## src/rtl/jtcomsc_snd_pkg.sv

```systemverilog
// Shared types and defaults for the Comsc main->sound command channel.
package jtcomsc_snd_pkg;

  // IRQ pulse generator states
  typedef enum logic [1:0] {
    ST_IDLE  = 2'd0,
    ST_PULSE = 2'd1,
    ST_ACK   = 2'd2,
    ST_GAP   = 2'd3
  } irq_st_t;

  localparam int DEF_DEPTH   = 4;
  localparam int DEF_IRQ_LEN = 16;
  localparam int DEF_IRQ_GAP = 8;

endpackage

```

## src/rtl/jtcomsc_cmd_fifo.sv

```systemverilog
// Command byte FIFO: storage, wrapping pointers, occupancy, full/empty and
// sticky overflow. Also exposes the entry behind the head so the owner can
// load its output latch in the same cycle as a pop.
module jtcomsc_cmd_fifo
  import jtcomsc_snd_pkg::*;
#(
  parameter int DEPTH = DEF_DEPTH
) (
  input  logic       clk,
  input  logic       rst,
  input  logic       i_push,
  input  logic       i_pop,
  input  logic [7:0] i_din,
  output logic       o_empty,
  output logic       o_full,
  output logic       o_one,
  output logic       o_overflow,
  output logic [7:0] o_nxt
);

  localparam int          AW       = $clog2(DEPTH);
  localparam logic [AW:0] FULL_CNT = (AW+1)'(DEPTH);

  logic [DEPTH-1:0][7:0] r_mem;
  logic [AW-1:0]         r_wr_ptr, r_rd_ptr;
  logic [AW:0]           r_cnt;
  logic                  r_ovf;
  logic [AW-1:0]         w_rd_nx;
  logic                  w_do_push, w_do_pop;

  assign o_empty    = (r_cnt == '0);
  assign o_full     = (r_cnt == FULL_CNT);
  assign o_one      = (r_cnt == (AW+1)'(1));
  assign o_overflow = r_ovf;
  assign w_rd_nx    = r_rd_ptr + AW'(1);
  assign o_nxt      = r_mem[w_rd_nx];

  // A push into a full FIFO is accepted only when a pop frees a slot the
  // same cycle; a pop from empty is ignored (even alongside a push).
  assign w_do_push = i_push & (~o_full | i_pop);
  assign w_do_pop  = i_pop & ~o_empty;

  // Storage write; contents need no reset since count gates visibility
  always_ff @(posedge clk) begin
    if (w_do_push) r_mem[r_wr_ptr] <= i_din;
  end

  // Pointers, occupancy and sticky overflow flag
  always_ff @(posedge clk or posedge rst) begin
    if (rst) begin
      r_wr_ptr <= '0;
      r_rd_ptr <= '0;
      r_cnt    <= '0;
      r_ovf    <= 1'b0;
    end else begin
      if (w_do_push) r_wr_ptr <= r_wr_ptr + AW'(1);
      if (w_do_pop)  r_rd_ptr <= w_rd_nx;
      case ({w_do_push, w_do_pop})
        2'b10:   r_cnt <= r_cnt + (AW+1)'(1);
        2'b01:   r_cnt <= r_cnt - (AW+1)'(1);
        default: r_cnt <= r_cnt;
      endcase
      if (i_push && !w_do_push) r_ovf <= 1'b1;
    end
  end

endmodule

```

## src/rtl/jtcomsc_snd_cmd.sv

```systemverilog
// Main CPU -> sound board command channel. Edge-detects the CPU strobes,
// queues command bytes, presents the head on snd_latch and emits one
// snd_irq pulse per queued command with a guaranteed low gap between them.
// JTCOMSC_SNDCMD_FIFO_EN: when defined, a DEPTH-entry FIFO queues commands;
// otherwise a single register holds the latest command.
module jtcomsc_snd_cmd
  import jtcomsc_snd_pkg::*;
#(
  parameter int DEPTH   = DEF_DEPTH,
  parameter int IRQ_LEN = DEF_IRQ_LEN,
  parameter int IRQ_GAP = DEF_IRQ_GAP
) (
  input  logic       clk,
  input  logic       rst,
  input  logic       main_wr,
  input  logic [7:0] main_din,
  input  logic       snd_rd,
  output logic [7:0] snd_latch,
  output logic       snd_irq,
  output logic       pending,
  output logic       full,
  output logic       overflow
);

  localparam logic [7:0] LEN_M1 = 8'(IRQ_LEN - 1);
  localparam logic [7:0] GAP_M1 = 8'(IRQ_GAP - 1);

  if (DEPTH < 2 || DEPTH > 16 || (DEPTH & (DEPTH - 1)) != 0 ||
      IRQ_LEN < 1 || IRQ_LEN > 255 || IRQ_GAP < 1 || IRQ_GAP > 255) begin : g_bad_cfg
    $error("jtcomsc_snd_cmd: parameter out of range");
  end

  logic       r_wr_l, r_rd_l;
  logic       w_push, w_pop, w_pend;
  logic [7:0] r_latch;

  // Previous-cycle strobe levels; cleared so a strobe held through reset
  // release still registers as a fresh edge
  always_ff @(posedge clk or posedge rst) begin
    if (rst) begin
      r_wr_l <= 1'b0;
      r_rd_l <= 1'b0;
    end else begin
      r_wr_l <= main_wr;
      r_rd_l <= snd_rd;
    end
  end

  // Push on write start; pop on read end so the CPU reads a stable byte
  assign w_push = main_wr & ~r_wr_l;
  assign w_pop  = ~snd_rd & r_rd_l;

`ifdef JTCOMSC_SNDCMD_FIFO_EN
  logic       w_empty, w_full, w_one, w_ovf;
  logic [7:0] w_nxt;

  jtcomsc_cmd_fifo #(.DEPTH(DEPTH)) u_fifo (
    .clk        (clk),
    .rst        (rst),
    .i_push     (w_push),
    .i_pop      (w_pop),
    .i_din      (main_din),
    .o_empty    (w_empty),
    .o_full     (w_full),
    .o_one      (w_one),
    .o_overflow (w_ovf),
    .o_nxt      (w_nxt)
  );

  // Head latch: new head after a pop, first byte on push-to-empty, and the
  // last popped byte is held once the queue drains
  always_ff @(posedge clk or posedge rst) begin
    if (rst) begin
      r_latch <= 8'h00;
    end else if (w_push && w_empty) begin
      r_latch <= main_din;
    end else if (w_pop && !w_empty) begin
      if (!w_one)      r_latch <= w_nxt;
      else if (w_push) r_latch <= main_din;
    end
  end

  assign w_pend   = ~w_empty;
  assign full     = w_full;
  assign overflow = w_ovf;
`else
  logic r_pend;

  // Single-entry mode: a write always replaces the command; a write in the
  // same cycle as a read end keeps the new command pending
  always_ff @(posedge clk or posedge rst) begin
    if (rst) begin
      r_latch <= 8'h00;
      r_pend  <= 1'b0;
    end else begin
      if (w_push) begin
        r_latch <= main_din;
        r_pend  <= 1'b1;
      end else if (w_pop) begin
        r_pend  <= 1'b0;
      end
    end
  end

  assign w_pend   = r_pend;
  assign full     = r_pend;
  assign overflow = 1'b0;
`endif

  assign snd_latch = r_latch;
  assign pending   = w_pend;

  irq_st_t    r_st, w_st_nx;
  logic [7:0] r_cnt, w_cnt_nx;
  logic       r_acked, w_acked_nx;
  logic       w_irq;

  // IRQ FSM state, phase counter and early-acknowledge flag
  always_ff @(posedge clk or posedge rst) begin
    if (rst) begin
      r_st    <= ST_IDLE;
      r_cnt   <= 8'd0;
      r_acked <= 1'b0;
    end else begin
      r_st    <= w_st_nx;
      r_cnt   <= w_cnt_nx;
      r_acked <= w_acked_nx;
    end
  end

  // Next state: a full-length pulse, wait for the read (or one seen during
  // the pulse), then a fixed low gap before the next command may fire
  always_comb begin
    w_st_nx    = r_st;
    w_cnt_nx   = r_cnt;
    w_acked_nx = r_acked;
    w_irq      = 1'b0;
    case (r_st)
      ST_IDLE: begin
        if (w_pend) begin
          w_st_nx  = ST_PULSE;
          w_cnt_nx = 8'd0;
        end
      end
      ST_PULSE: begin
        w_irq = 1'b1;
        if (w_pop) w_acked_nx = 1'b1;
        if (r_cnt == LEN_M1) begin
          w_st_nx  = ST_ACK;
          w_cnt_nx = 8'd0;
        end else begin
          w_cnt_nx = r_cnt + 8'd1;
        end
      end
      ST_ACK: begin
        if (w_pop || r_acked) begin
          w_st_nx    = ST_GAP;
          w_acked_nx = 1'b0;
          w_cnt_nx   = 8'd0;
        end
      end
      ST_GAP: begin
        if (r_cnt == GAP_M1) begin
          w_st_nx  = ST_IDLE;
          w_cnt_nx = 8'd0;
        end else begin
          w_cnt_nx = r_cnt + 8'd1;
        end
      end
      default: w_st_nx = ST_IDLE;
    endcase
  end

  assign snd_irq = w_irq;

endmodule
```

## config.mk

```make
export PLATFORM = sky130hd
export DESIGN_NAME = jtcomsc_snd_cmd
export DESIGN_NICKNAME = d
export VERILOG_FILES = /design/src/rtl/jtcomsc_snd_pkg.sv /design/src/rtl/jtcomsc_cmd_fifo.sv /design/src/rtl/jtcomsc_snd_cmd.sv
export SDC_FILE = /design/constraint.sdc
export NUM_CORES = 1
export LEC_CHECK = 0
export ABC_CLOCK_PERIOD_IN_PS = 2350
export BUFFER_PORTS_ARGS = -buffer_cell sky130_fd_sc_hd__buf_4
export CAP_MARGIN = 20
export CELL_PAD_IN_SITES_DETAIL_PLACEMENT = 0
export CELL_PAD_IN_SITES_GLOBAL_PLACEMENT = 1
export CORE_AREA = 2 2 55 57
export DETAILED_ROUTE_END_ITERATION = 8
export DIE_AREA = 0 0 57 59
export GPL_TIMING_DRIVEN = 0
export PLACE_DENSITY_LB_ADDON = 0.08
export SLEW_MARGIN = 30
export SYNTH_ARGS = -nofsm -noshare
export SYNTH_HDL_FRONTEND = slang
export SYNTH_SLANG_ARGS = --single-unit
```

## constraint.sdc

```tcl
create_clock -name clk -period 2.35 [get_ports clk]
set_input_delay 0.1175 -clock clk [delete_from_list [all_inputs] [get_ports clk]]
set_output_delay 0.1175 -clock clk [all_outputs]
set_load 0.02 [all_outputs]
```

==> results of run 1 <==
## layout make-up
| type | count | share of cell area, % |
|---|---|---|
| flip-flops and latches | 22 | 39.96 |
| well taps | 31 | 2.816 |
| repair buffers | 25 | 14.17 |
| plain buffers | 3 | 1.362 |
| inverters | 3 | 0.8174 |
| multi-input cells | 70 | 38.24 |
| clock buffers | 4 | 2.634 |
## through the flow
| stage | hold slack [ns] | util, % | instance area, um2 | instances |
|---|---|---|---|---|
| 2_1_floorplan | 0.1067 | - | 1107 | 98 |
| 3_3_place_gp | 0.2346 | 48.38 | 1311 | 151 |
| 3_5_place_dp | 0.2371 | 48.38 | 1311 | 151 |
| 4_1_cts | 0.00005024 | 50.46 | 1368 | 157 |
| 5_1_grt | 0.008893 | 50.83 | 1378 | 158 |
| 6_report | 0.03788 | 50.83 | 1378 | 158 |
## repair_timing
action / 4_1_cts / 5_1_grt
setup endpoints to repair: 0 / 0
endpoints found under the hold margin: 2 / 22
hold buffers: 2 / 1
## registers in the layout, indices dropped and copies added (netlist names)
name,flops
r_rd_l,1
full,1
snd_latch,8
r_st,2
r_acked,1
r_cnt,8
r_wr_l,1
## cells in the mapped netlist (2+ instances only)
cell / n / area share (%)
sky130_fd_sc_hd__buf_4: 2 / 1.4
sky130_fd_sc_hd__or2_2: 2 / 1.1
sky130_fd_sc_hd__nor2_1: 4 / 1.4
sky130_fd_sc_hd__ha_1: 6 / 6.8
sky130_fd_sc_hd__mux2_2: 8 / 8.1
sky130_fd_sc_hd__nor4b_1: 2 / 1.6
sky130_fd_sc_hd__o31ai_1: 2 / 1.4
sky130_fd_sc_hd__dfrtp_1: 22 / 50
sky130_fd_sc_hd__nor2b_1: 2 / 1.1
sky130_fd_sc_hd__a21oi_1: 3 / 1.4
sky130_fd_sc_hd__nand2_1: 9 / 3.1
sky130_fd_sc_hd__nand4_1: 2 / 1.1
sky130_fd_sc_hd__inv_1: 3 / 1.0
sky130_fd_sc_hd__o21ai_0: 5 / 2.3
sky130_fd_sc_hd__nand2b_1: 3 / 1.7
sky130_fd_sc_hd__or3_1: 4 / 2.3
## critical path: cells and delay by family, from the launching register on
family | cells | cell delay, ns
compound gates | 2 | 0.49
fa+ha+maj | 1 | 0.27
buf+inv | 1 | 0.09
flops | 1 | 0.41
mux | 1 | 0.34
simple gates | 1 | 0.26
## logic make-up after synthesis
kind of cell | synth area share [%]
and+or+nand+nor | 17.74
DFF | 49.72
AOI/OAI and AO/OA | 11.86
muxes | 10.06
adders and majority gates | 6.779
buffers and inverters | 2.711
other | 0.3387
xor gates and xnor gates | 0.7911
## per-layer routing
layer  vias up  part of all wire [%]  routed length (um)
met5         -                     0                   0
met4         0                  0.89                  19
met3         2                   3.9                  82
met2        19                    48                1025
met1       401                    47                1000
li1        403                     -                   -
## power breakdown
part	internal [mW]	switching [mW]	total [mW]
Clock	0.0944	0.113	0.207
Combinational	0.0682	0.0619	0.130
Sequential	0.402	0.0133	0.416
Total	0.565	0.188	0.753
## path summary, 6_finish.rpt
path / end / slack [ns] / cells past startpoint
max reg2reg: r_st[1]$_DFFE_PP0P_ / 0.38 / 6
max in group asynchronous: r_cnt[7]$_DFFE_PP0P_ / 1.56 / 3
min: snd_latch[7]$_DFFE_PP0P_ / 0.04 / 2
min reg2reg: snd_latch[4]$_DFFE_PP0P_ / 0.52 / 1
max: r_st[1]$_DFFE_PP0P_ / 0.38 / 6
min in group asynchronous: r_st[1]$_DFFE_PP0P_ / 0.41 / 3
==> results_tabular.tex, run 1 <==
\begin{tabular}{lr}
\hline
Metric & Value \\
\hline
\multicolumn{2}{l}{\textbf{Status}} \\
Result of the run & complete, no violations \\
\multicolumn{2}{l}{\textbf{Global route}} \\
Antenna violations before repair & 0 \\
Met1 Track Usage GR & about a fifth \\
First-pass GRT wire length & between 3000 and 4000 um \\
Number of global-route vias before repair & between 800 and 900 \\
Routing layer with the top usage in global route & met2 \\
Global routing usage on met3 & 2.402\% \\
Total track usage & 14.86\% \\
Total gr overflow & 0 \\
Largest net degree at the start of global routing & 23 \\
Met2 Resource Use GR & between 20\% and 30\% \\
\multicolumn{2}{l}{\textbf{Setup path}} \\
Arrival @ worst endpoint & roughly 2.2 ns \\
Sequence of cells on the critical path & inv\_1, ha\_1, nor4b\_1, o21ai\_1, a21oi\_4, mux2\_1 \\
Standard cell with the maximum stage delay on the critical path & sky130\_fd\_sc\_hd\_\_dfrtp\_1 \\
Crit path largest cell delay & approximately 0.41 ns \\
Start point of the critical path & r\_st[1]\$\_DFFE\_PP0P\_ \\
Required @ worst endpoint & between 2 and 3 ns \\
Origin of the critical flop-to-flop path & r\_st[1]\$\_DFFE\_PP0P\_ \\
Category of the worst setup path launch point & flop \\
Type of element capturing the critical path & flop \\
Type of the worst setup path & flop to flop \\
Crit Path Max Fanout & 6 \\
\multicolumn{2}{l}{\textbf{Yosys}} \\
Count of warnings emitted by yosys & 0 \\
Main flop type after synthesis & sky130\_fd\_sc\_hd\_\_dfrtp\_1 \\
Distinct cell type count after synthesis & 35 \\
Mean Syn Cell Area & 11.30 um2 \\
Post-Synthesis Cells & roughly 100 \\
Synth Cell Area & $\sim$1100 um2 \\
Fraction of registers with async set/reset & 100.0\% \\
Post-synth net total & 116 \\
Count of flip-flops with a built-in enable after synthesis & 0 \\
Portion of the post-synthesis area used by sequential elements & between 40\% and 50\% \\
Number of register bits inferred by synthesis & 22 \\
\multicolumn{2}{l}{\textbf{Pwr}} \\
P per Cell Area & about 550 nW/um2 \\
Power consumption & 0.7527 mW \\
Static leakage power & slightly above 0.6 nW \\
Worst vdd ir & 0.3300 mV \\
\multicolumn{2}{l}{\textbf{Timing}} \\
Period minus WS final & 1.968 ns \\
Minimum setup slack in the final design & approximately 0.38 ns \\
Clock Skews & 0.001183 ns \\
Count of final setup violators & 0 \\
Slew Limit Headroom & a little under half \\
Post-route setup TNS & 0 ns \\
Final hold violation count & 0 \\
Achievable frequency & a little over 0.5 GHz \\
Final Max Tran Viols & 0 \\
Setup repair after global routing missed its margin & false \\
Actual slew at the worst max-slew pin & 0.8094 ns \\
Tcrit/Tclk final & between 80\% and 90\% \\
\multicolumn{2}{l}{\textbf{Drt}} \\
Number of nets with antenna violations after routing & 0 \\
Ratio of routed vias to standard cells & about 5.2 \\
Overall routed net length & around 2100 um \\
Post-DR wirelength/cell & between 10 and 15 um \\
Number of DRC violations after detailed routing & 0 \\
Detailed Route Iter0 Violations & 21 \\
First-pass iteration count of the detailed router & 3 \\
Via count of the routed design & 825 \\
\multicolumn{2}{l}{\textbf{Layout}} \\
Number of diodes added for antenna fixing & 0 \\
Relative area change from synthesis to final layout & 24.41\% \\
Most frequent cells in the layout & 24 x sky130\_fd\_sc\_hd\_\_buf\_4, 22 x sky130\_fd\_sc\_hd\_\_dfrtp\_1, 9 x sky130\_fd\_sc\_hd\_\_nand2\_1, 8 x sky130\_fd\_sc\_hd\_\_mux2\_2, 6 x sky130\_fd\_sc\_hd\_\_ha\_1 \\
Share of cells above drive strength 1 & roughly 35\% \\
Count of nets after finishing & between 100 and 150 \\
Combined flip-flop and latch cell area & 550.5 um2 \\
Most frequent standard cell in the layout excluding fill and tap cells & sky130\_fd\_sc\_hd\_\_buf\_4 \\
Area taken by multi-input logic gates & roughly 530 um2 \\
Fill cells & 268 \\
\multicolumn{2}{l}{\textbf{Clock network}} \\
Clock tree from TritonCTS & done \\
Source-to-sink clock delay at the later pin of the worst-skew pair & 0.30 ns \\
Clock tree sinks & 22 \\
CTS Root Buffer Type & sky130\_fd\_sc\_hd\_\_clkbuf\_4 \\
Number of setup buffers added after CTS & 0 \\
Register clock-pin slew on the reported worst setup and hold paths & $\sim$0.12 ns \\
H-tree lvl count & 1 \\
Number of buffers created by CTS & 3 \\
Gates resized, CTS repair & 0 \\
Longest Clk Path Bufs & 2 \\
\multicolumn{2}{l}{\textbf{Placement}} \\
Detailed placement HPWL & 1578 um \\
Buffers on Ports & 22 \\
Global placer's final weighted congestion & between 0.7 and 0.8 \\
Post-Place Setup Slack & approximately 0.37 ns \\
\multicolumn{2}{l}{\textbf{Floorplan}} \\
Count of pins on the block boundary & 24 \\
Row cnt & 19 \\
Starting Density & 40.86\% \\
Die span in x & 57 um \\
Die area & between 3000 and 4000 um2 \\
Vertical die dimension & a little under 60 um \\
Core area & around 2700 um2 \\
\multicolumn{2}{l}{\textbf{Flow run}} \\
Max-cap check violation count & 0 \\
\multicolumn{2}{l}{\textbf{Min path}} \\
Hold Path Class & input pin to flop \\
Start point of the worst min-delay path & main\_din[7] \\
\hline
\end{tabular}
Power figures use the tool's default switching activity.
==> run 2, diff against run 1 <==
ABC_CLOCK_PERIOD_IN_PS = 2050   (was 2350)
clock period = 2.05 ns   (was 2.35 ns; I/O delays follow)
==> run 2 against run 1 <==
Effect of this change:
- wire length grew 5.1%
- fmax grew 2.9%
- combinational power grew 21%
==> results_tabular.tex, run 2 (same netlist as run 1, synthesis figures left out) <==
\begin{tabular}{lr}
\hline
Metric & Value \\
\hline
\multicolumn{2}{l}{\textbf{Setup path}} \\
Crit Path Max Fanout & 5 (-1) \\
Capture point of the worst path & r\_st[1]\$\_DFFE\_PP0P\_ \\
Arrival @ worst endpoint & 2.11 ns (-0.06 ns) \\
Crit-path leading delay family & flip-flops \\
Type of the worst setup path & flop to flop \\
Crit path largest cell delay & 0.44 ns (+0.03 ns) \\
Sequence of cells on the critical path & ha\_1, nor4bb\_1, o21ai\_2, a21oi\_4, mux2\_1 \\
Origin of the critical flop-to-flop path & r\_cnt[0]\$\_DFFE\_PP0P\_ \\
Required @ worst endpoint & 2.25 ns (-0.30 ns) \\
Number of gates on the worst path with buffers counted & 5 (-1) \\
Critical path buffers and inverters & 0 (-1) \\
Type of element capturing the critical path & flop \\
Worst flop-to-flop path endpoint & r\_st[1]\$\_DFFE\_PP0P\_ \\
Worst R2R Path Depth & 5 (-1) \\
Register-to-register path setup slack & 0.14 ns (-0.24 ns) \\
Category of the worst setup path launch point & flop \\
Standard cell with the maximum stage delay on the critical path & sky130\_fd\_sc\_hd\_\_dfrtp\_1 \\
Start point of the critical path & r\_cnt[0]\$\_DFFE\_PP0P\_ \\
\multicolumn{2}{l}{\textbf{Floorplan}} \\
Starting Density & 40.86\% (unchanged) \\
Die span in x & 57 um (unchanged) \\
Count of pins on the block boundary & 24 (unchanged) \\
Core area & 2710 um2 (unchanged) \\
Row cnt & 19 (unchanged) \\
Vertical die dimension & 59 um (unchanged) \\
Die area & 3363 um2 (unchanged) \\
\multicolumn{2}{l}{\textbf{Pwr}} \\
Worst vdd ir & 0.3854 mV (+17\%) \\
Static leakage power & 0.6426 nW (+6.2\%) \\
P per Cell Area & 597.6 nW/um2 (+9.4\%) \\
\multicolumn{2}{l}{\textbf{Global route}} \\
Total gr overflow & 0 (unchanged) \\
Total track usage & 14.82\% (-0.047 points) \\
Met1 Track Usage GR & 19.30\% (-0.14 points) \\
Number of global-route vias before repair & 840 (-0.71\%) \\
Antenna violations before repair & 0 (unchanged) \\
Routing layer with the top usage in global route & met2 \\
Largest net degree at the start of global routing & 23 (unchanged) \\
Global routing usage on met3 & 2.402\% (unchanged) \\
First-pass GRT wire length & 3850 um (-0.36\%) \\
Met2 Resource Use GR & 24.79\% (unchanged) \\
\multicolumn{2}{l}{\textbf{Timing}} \\
Period minus WS final & 1.913 ns (-0.05520 ns) \\
Setup repair after global routing missed its margin & false \\
Tcrit/Tclk final & 93.32\% (+9.6 points) \\
Actual slew at the worst max-slew pin & 0.8026 ns (-0.006885 ns) \\
Post-route setup TNS & 0 ns (unchanged) \\
Final hold violation count & 0 (unchanged) \\
Clock Skews & 0.006003 ns (+0.004819 ns) \\
Minimum setup slack in the final design & 0.1370 ns (-0.2448 ns) \\
Final Max Tran Viols & 0 (unchanged) \\
Count of final setup violators & 0 (unchanged) \\
Achievable frequency & 0.5227 GHz (+2.9\%) \\
Slew Limit Headroom & 46.17\% (+0.46 points) \\
Final hold slack & 0.01936 ns (-0.01851 ns) \\
\multicolumn{2}{l}{\textbf{Drt}} \\
First-pass iteration count of the detailed router & 4 (+1) \\
Via count of the routed design & 862 (+4.5\%) \\
Overall routed net length & 2235 um (+5.1\%) \\
Number of nets with antenna violations after routing & 0 (unchanged) \\
Post-DR wirelength/cell & 13.46 um (about the same) \\
Detailed Route Iter0 Violations & 18 (-14\%) \\
Number of DRC violations after detailed routing & 0 (unchanged) \\
Ratio of routed vias to standard cells & 5.193 (-0.55\%) \\
\multicolumn{2}{l}{\textbf{Layout}} \\
Core occupancy in the finished layout & 53.88\% (+3.0 points) \\
Relative area change from synthesis to final layout & 31.86\% \\
Combined flip-flop and latch cell area & 550.5 um2 (unchanged) \\
Fill cells & 260 (-3.0\%) \\
Number of diodes added for antenna fixing & 0 (unchanged) \\
Share of cells above drive strength 1 & 36.30\% (+1.7 points) \\
Count of nets after finishing & 154 (+5.5\%) \\
Area taken by multi-input logic gates & 536.8 um2 (+1.9\%) \\
Most frequent standard cell in the layout excluding fill and tap cells & sky130\_fd\_sc\_hd\_\_buf\_4 \\
Most frequent cells in the layout & 27 x sky130\_fd\_sc\_hd\_\_buf\_4, 22 x sky130\_fd\_sc\_hd\_\_dfrtp\_1, 9 x sky130\_fd\_sc\_hd\_\_nand2\_1, 8 x sky130\_fd\_sc\_hd\_\_mux2\_2, 8 x sky130\_fd\_sc\_hd\_\_dlygate4sd3\_1 \\
\multicolumn{2}{l}{\textbf{Min path}} \\
Hold Path Class & input pin to flop \\
\multicolumn{2}{l}{\textbf{Placement}} \\
Detailed placement HPWL & 1578 um (unchanged) \\
Post-Place Setup Slack & 0.06805 ns (-0.3000 ns) \\
Global placer's final weighted congestion & 0.7871 (unchanged) \\
Buffers on Ports & 22 (unchanged) \\
\multicolumn{2}{l}{\textbf{Clock network}} \\
Longest Clk Path Bufs & 2 (unchanged) \\
H-tree lvl count & 1 (unchanged) \\
Clock tree sinks & 22 (unchanged) \\
CTS Root Buffer Type & sky130\_fd\_sc\_hd\_\_clkbuf\_4 \\
Register clock-pin slew on the reported worst setup and hold paths & 0.13 ns (about the same) \\
Source-to-sink clock delay at the later pin of the worst-skew pair & 0.30 ns (about the same) \\
Clock tree from TritonCTS & done \\
Number of buffers created by CTS & 3 (unchanged) \\
\multicolumn{2}{l}{\textbf{Status}} \\
Result of the run & complete, no violations \\
\multicolumn{2}{l}{\textbf{Flow run}} \\
Max-cap check violation count & 0 (unchanged) \\
\hline
\end{tabular}
run 2: through the flow:
step | instance area (um2) | power, mW | cells
6_report | 1460 | 0.8726 | 166
5_1_grt | 1460 | 0.9250 | 166
2_1_floorplan | 1107 | 0.5622 | 98
3_3_place_gp | 1311 | 0.6289 | 151
3_5_place_dp | 1311 | 0.6319 | 151
4_1_cts | 1378 | 0.8850 | 158
run 2: area by class of cell:
cell class | count | area share (%)
clock buffer | 4 | 2.485
inverter | 3 | 0.7712
timing repair buffer | 33 | 18.34
buffer | 3 | 1.285
tap | 31 | 2.656
multi-input combinational | 70 | 36.76
sequential | 22 | 37.70
run 2: power breakdown:
group / switching, mW / internal (mW)
registers: 0.0152 / 0.461
clock network: 0.131 / 0.108
logic: 0.0725 / 0.0844
run 2: routing by layer:
layer / wire [um] / part of all wire, %
met1: 1035 / 46
met3: 69 / 3.1
met4: 19 / 0.85
met2: 1110 / 50
met5: 0 / 0
run 2: how the worst min path moves through the flow:
stage                            from  cells after the start  slack (ns)                  endpoint
after detailed placement      main_wr                      1        0.22          r_wr_l$_DFF_PP0_
final                     main_din[6]                      2        0.02  snd_latch[6]$_DFFE_PP0P_
after floorplan                   rst                      1        0.09          full$_DFFE_PP0P_
after global placement        main_wr                      1        0.22          r_wr_l$_DFF_PP0_
after global routing      main_din[6]                      2      0.0006  snd_latch[6]$_DFFE_PP0P_
after CTS                 main_din[5]                      2       0.003  snd_latch[5]$_DFFE_PP0P_
run 2: timing repair:
item | in CTS | in global routing
endpoints found under the setup margin | 0 | 1
setup buffers | 0 | 3
resized for setup | 0 | 2
hold endpoints to repair | 24 | 5
hold buffers | 3 | 5
==> run 3, diff against run 2 <==
ABC_AREA = 1   (was unset)
CORE_AREA = 2 2 58 60   (was 2 2 55 57)
CTS_BUF_LIST = sky130_fd_sc_hd__clkbuf_8 sky130_fd_sc_hd__clkbuf_16   (was unset)
DIE_AREA = 0 0 60 62   (was 0 0 57 59)
==> run 3 against run 2 <==
Effect of this change:
- worst hold slack improved by 0.047 ns
- sequential share of layout area is 1.6 points lower
- area after synthesis is 8.6% higher
- clock skew is 0.0021 ns lower
- register-to-register slack better by 0.38 ns
- via count up 10%
- critical path type unchanged
- critical endpoint is now r_cnt[4]$_DFFE_PP0P_
==> results_tabular.tex, run 3 <==
\begin{tabular}{lr}
\hline
Metric & Value \\
\hline
\multicolumn{2}{l}{\textbf{Placement}} \\
Detailed placement HPWL & 1825 um (+16\%) \\
Instance count after placement with tap cells included & 206 (+36\%) \\
Buffers on Ports & 22 (unchanged) \\
Global placer's final weighted congestion & 0.7675 (-2.5\%) \\
Placed cell area & 1425 um2 (+8.7\%) \\
\multicolumn{2}{l}{\textbf{Yosys}} \\
Count of flip-flops with a built-in enable after synthesis & 0 (unchanged) \\
Count of warnings emitted by yosys & 0 (unchanged) \\
Main flop type after synthesis & sky130\_fd\_sc\_hd\_\_dfrtp\_1 \\
Synth top area share & 45.79\% (-3.9 points) \\
Most numerous cell types in the synthesized netlist & 34 x sky130\_fd\_sc\_hd\_\_nand2\_1, 22 x sky130\_fd\_sc\_hd\_\_dfrtp\_1, 17 x sky130\_fd\_sc\_hd\_\_inv\_1, 10 x sky130\_fd\_sc\_hd\_\_nand3\_1 \\
Synth Cell Area & 1202 um2 (+8.6\%) \\
Most used standard cell by instance count after synthesis & sky130\_fd\_sc\_hd\_\_nand2\_1 \\
Mean Syn Cell Area & 8.713 um2 (-23\%) \\
Number of register bits inferred by synthesis & 22 (unchanged) \\
Post-synth net total & 156 (+34\%) \\
Portion of the post-synthesis area used by sequential elements & 45.79\% (-3.9 points) \\
Distinct cell type count after synthesis & 25 (-29\%) \\
Post-Synthesis Cells & 138 (+41\%) \\
Top area cells in the synthesized netlist & sky130\_fd\_sc\_hd\_\_dfrtp\_1 46\%, sky130\_fd\_sc\_hd\_\_nand2\_1 11\%, sky130\_fd\_sc\_hd\_\_mux2\_2 7.5\% \\
Fraction of registers with async set/reset & 100.0\% (unchanged) \\
Library cell with the largest summed area after synthesis & sky130\_fd\_sc\_hd\_\_dfrtp\_1 \\
\multicolumn{2}{l}{\textbf{Timing}} \\
Period minus WS final & 1.531 ns (-0.3819 ns) \\
Clock Skews & 0.003952 ns (-0.002051 ns) \\
Setup repair after global routing missed its margin & false \\
Final Max Tran Viols & 0 (unchanged) \\
Slew Limit Headroom & 46.22\% (+0.060 points) \\
Actual slew at the worst max-slew pin & 0.8017 ns (-0.0008890 ns) \\
Post-route setup TNS & 0 ns (unchanged) \\
Count of final setup violators & 0 (unchanged) \\
Final hold slack & 0.06677 ns (+0.04741 ns) \\
Final hold violation count & 0 (unchanged) \\
Tcrit/Tclk final & 74.69\% (-19 points) \\
Achievable frequency & 0.6531 GHz (+25\%) \\
\multicolumn{2}{l}{\textbf{Clock network}} \\
Longest Clk Path Bufs & 2 (unchanged) \\
Clock tree from TritonCTS & done \\
H-tree lvl count & 1 (unchanged) \\
Clock tree sinks & 22 (unchanged) \\
CTS Root Buffer Type & sky130\_fd\_sc\_hd\_\_clkbuf\_8 \\
Number of buffers created by CTS & 3 (unchanged) \\
Register clock-pin slew on the reported worst setup and hold paths & 0.08 ns (-0.05 ns) \\
Number of setup buffers added after CTS & 0 (unchanged) \\
Source-to-sink clock delay at the later pin of the worst-skew pair & 0.26 ns (-0.04 ns) \\
\multicolumn{2}{l}{\textbf{Layout}} \\
Count of nets after finishing & 186 (+21\%) \\
Share of cells above drive strength 1 & 31.74\% (-4.6 points) \\
Most frequent standard cell in the layout excluding fill and tap cells & sky130\_fd\_sc\_hd\_\_nand2\_1 \\
Number of diodes added for antenna fixing & 0 (unchanged) \\
Relative area change from synthesis to final layout & 26.95\% \\
Most frequent cells in the layout & 34 x sky130\_fd\_sc\_hd\_\_nand2\_1, 24 x sky130\_fd\_sc\_hd\_\_buf\_4, 22 x sky130\_fd\_sc\_hd\_\_dfrtp\_1, 16 x sky130\_fd\_sc\_hd\_\_inv\_1, 10 x sky130\_fd\_sc\_hd\_\_nand3\_1 \\
Fill cells & 313 (+20\%) \\
Summed area of non-filler cells in the final layout & 1526 um2 (+4.5\%) \\
Combined flip-flop and latch cell area & 550.5 um2 (unchanged) \\
Non-filler cells, final & 213 (+28\%) \\
Core occupancy in the finished layout & 48.01\% (-5.9 points) \\
Area taken by multi-input logic gates & 546.8 um2 (+1.9\%) \\
\multicolumn{2}{l}{\textbf{Setup path}} \\
Sequence of cells on the critical path & inv\_1, ha\_1, nand2\_4, inv\_2, a21oi\_4, nand3\_4, inv\_2, nor2\_1 \\
Arrival @ worst endpoint & 1.69 ns (-0.42 ns) \\
Standard cell with the maximum stage delay on the critical path & sky130\_fd\_sc\_hd\_\_dfrtp\_1 \\
Type of element capturing the critical path & flop \\
Required @ worst endpoint & 2.21 ns (-0.04 ns) \\
Type of the worst setup path & flop to flop \\
Crit Path Max Fanout & 9 (+4) \\
Crit path largest cell delay & 0.41 ns (-0.03 ns) \\
Most common cell type on the critical path & sky130\_fd\_sc\_hd\_\_inv\_2 \\
Category of the worst setup path launch point & flop \\
\multicolumn{2}{l}{\textbf{Floorplan}} \\
Count of pins on the block boundary & 24 (unchanged) \\
Core area & 3179 um2 (+17\%) \\
Vertical die dimension & 62 um (+5.1\%) \\
Row cnt & 21 (+2) \\
Die area & 3720 um2 (+11\%) \\
Starting Density & 37.82\% (-3.0 points) \\
Die span in x & 60 um (+5.3\%) \\
\multicolumn{2}{l}{\textbf{Drt}} \\
Ratio of routed vias to standard cells & 4.455 (-14\%) \\
Detailed Route Iter0 Violations & 38 (+20) \\
Post-DR wirelength/cell & 10.86 um (-19\%) \\
First-pass iteration count of the detailed router & 4 (unchanged) \\
Overall routed net length & 2314 um (+3.5\%) \\
Via count of the routed design & 949 (+10\%) \\
Number of DRC violations after detailed routing & 0 (unchanged) \\
Number of nets with antenna violations after routing & 0 (unchanged) \\
\multicolumn{2}{l}{\textbf{Min path}} \\
Hold Path Class & input pin to flop \\
\multicolumn{2}{l}{\textbf{Flow run}} \\
Max-cap check violation count & 0 (unchanged) \\
\multicolumn{2}{l}{\textbf{Global route}} \\
Number of global-route vias before repair & 902 (+7.4\%) \\
Met2 Resource Use GR & 24.53\% (-0.26 points) \\
Total gr overflow & 0 (unchanged) \\
Global routing usage on met3 & 3.520\% (+1.1 points) \\
Routing layer with the top usage in global route & met2 \\
Total track usage & 14.64\% (-0.18 points) \\
Met1 Track Usage GR & 17.92\% (-1.4 points) \\
Largest net degree at the start of global routing & 23 (unchanged) \\
First-pass GRT wire length & 3919 um (+1.8\%) \\
Antenna violations before repair & 0 (unchanged) \\
\multicolumn{2}{l}{\textbf{Pwr}} \\
P per Cell Area & 1095 nW/um2 (+83\%) \\
Static leakage power & 0.7977 nW (+24\%) \\
Worst vdd ir & 0.5041 mV (+31\%) \\
\multicolumn{2}{l}{\textbf{Status}} \\
Result of the run & complete, no violations \\
\hline
\end{tabular}
run 3: where the power goes:
| part | internal (mW) | switching [mW] |
|---|---|---|
| registers | 0.504 | 0.0609 |
| logic | 0.262 | 0.440 |
| clock network | 0.261 | 0.143 |
| total | 1.03 | 0.645 |
run 3: final timing paths:
| path | startpoint | to | slack [ns] | cells past startpoint |
|---|---|---|---|---|
| worst min register to register | snd_latch[6]$_DFFE_PP0P_ | snd_latch[6]$_DFFE_PP0P_ | 0.51 | 1 |
| min in group asynchronous | rst | full$_DFFE_PP0P_ | 0.45 | 3 |
| worst max-delay path | r_st[0]$_DFFE_PP0P_ | r_cnt[4]$_DFFE_PP0P_ | 0.52 | 8 |
| worst min-delay path | main_din[0] | snd_latch[0]$_DFFE_PP0P_ | 0.07 | 2 |
| worst max register to register | r_st[0]$_DFFE_PP0P_ | r_cnt[4]$_DFFE_PP0P_ | 0.52 | 8 |
| max in group asynchronous | rst | r_cnt[5]$_DFFE_PP0P_ | 1.22 | 3 |
run 3: final cells by class:
cell class,count,area share [%]
multi-input cells,90,35.82
clock inverters,1,1.967
plain buffers,2,0.9836
repair buffers,25,12.79
flip-flops and latches,22,36.07
inverters,24,5.902
well taps,46,3.771
clock buffers,3,2.705
run 3: timing repair:
action,CTS,global route
gates resized for setup,0,0
hold endpoints to repair,2,22
hold buffers,2,1
run 3: worst max-delay path, delay by kind of cell, from the launching register on:
family / cells / cell delay, ns
compound gates: 1 / 0.26
fa+ha+maj: 1 / 0.24
buf+inv: 3 / 0.23
flops: 1 / 0.41
simple gates: 3 / 0.28
run 3: layer usage:
layer / up-vias / wire [um]
met5: - / 0
met4: 0 / 25
met3: 2 / 80
met2: 17 / 1180
met1: 445 / 1028
li1: 485 / -
run 3: kinds of logic after synthesis:
| family | after synthesis | synth area share, % |
|---|---|---|
| and+or+nand+nor | 67 | 26.74 |
| buffers and inverters | 26 | 8.740 |
| DFF | 22 | 45.79 |
| AOI/OAI and AO/OA | 8 | 4.683 |
| muxes | 8 | 7.492 |
| adders and majority gates | 6 | 6.243 |
| other | 1 | 0.3119 |
run 3: per-stage QoR:
| stage | worst slack [ns] | power (mW) |
|---|---|---|
| after floorplan | 0.6314 | 1.086 |
| after global routing | 0.3526 | 1.818 |
| final | 0.5188 | 1.671 |
| after global placement | 0.5252 | 1.266 |
| after CTS | 0.5013 | 1.700 |
| after detailed placement | 0.5141 | 1.286 |
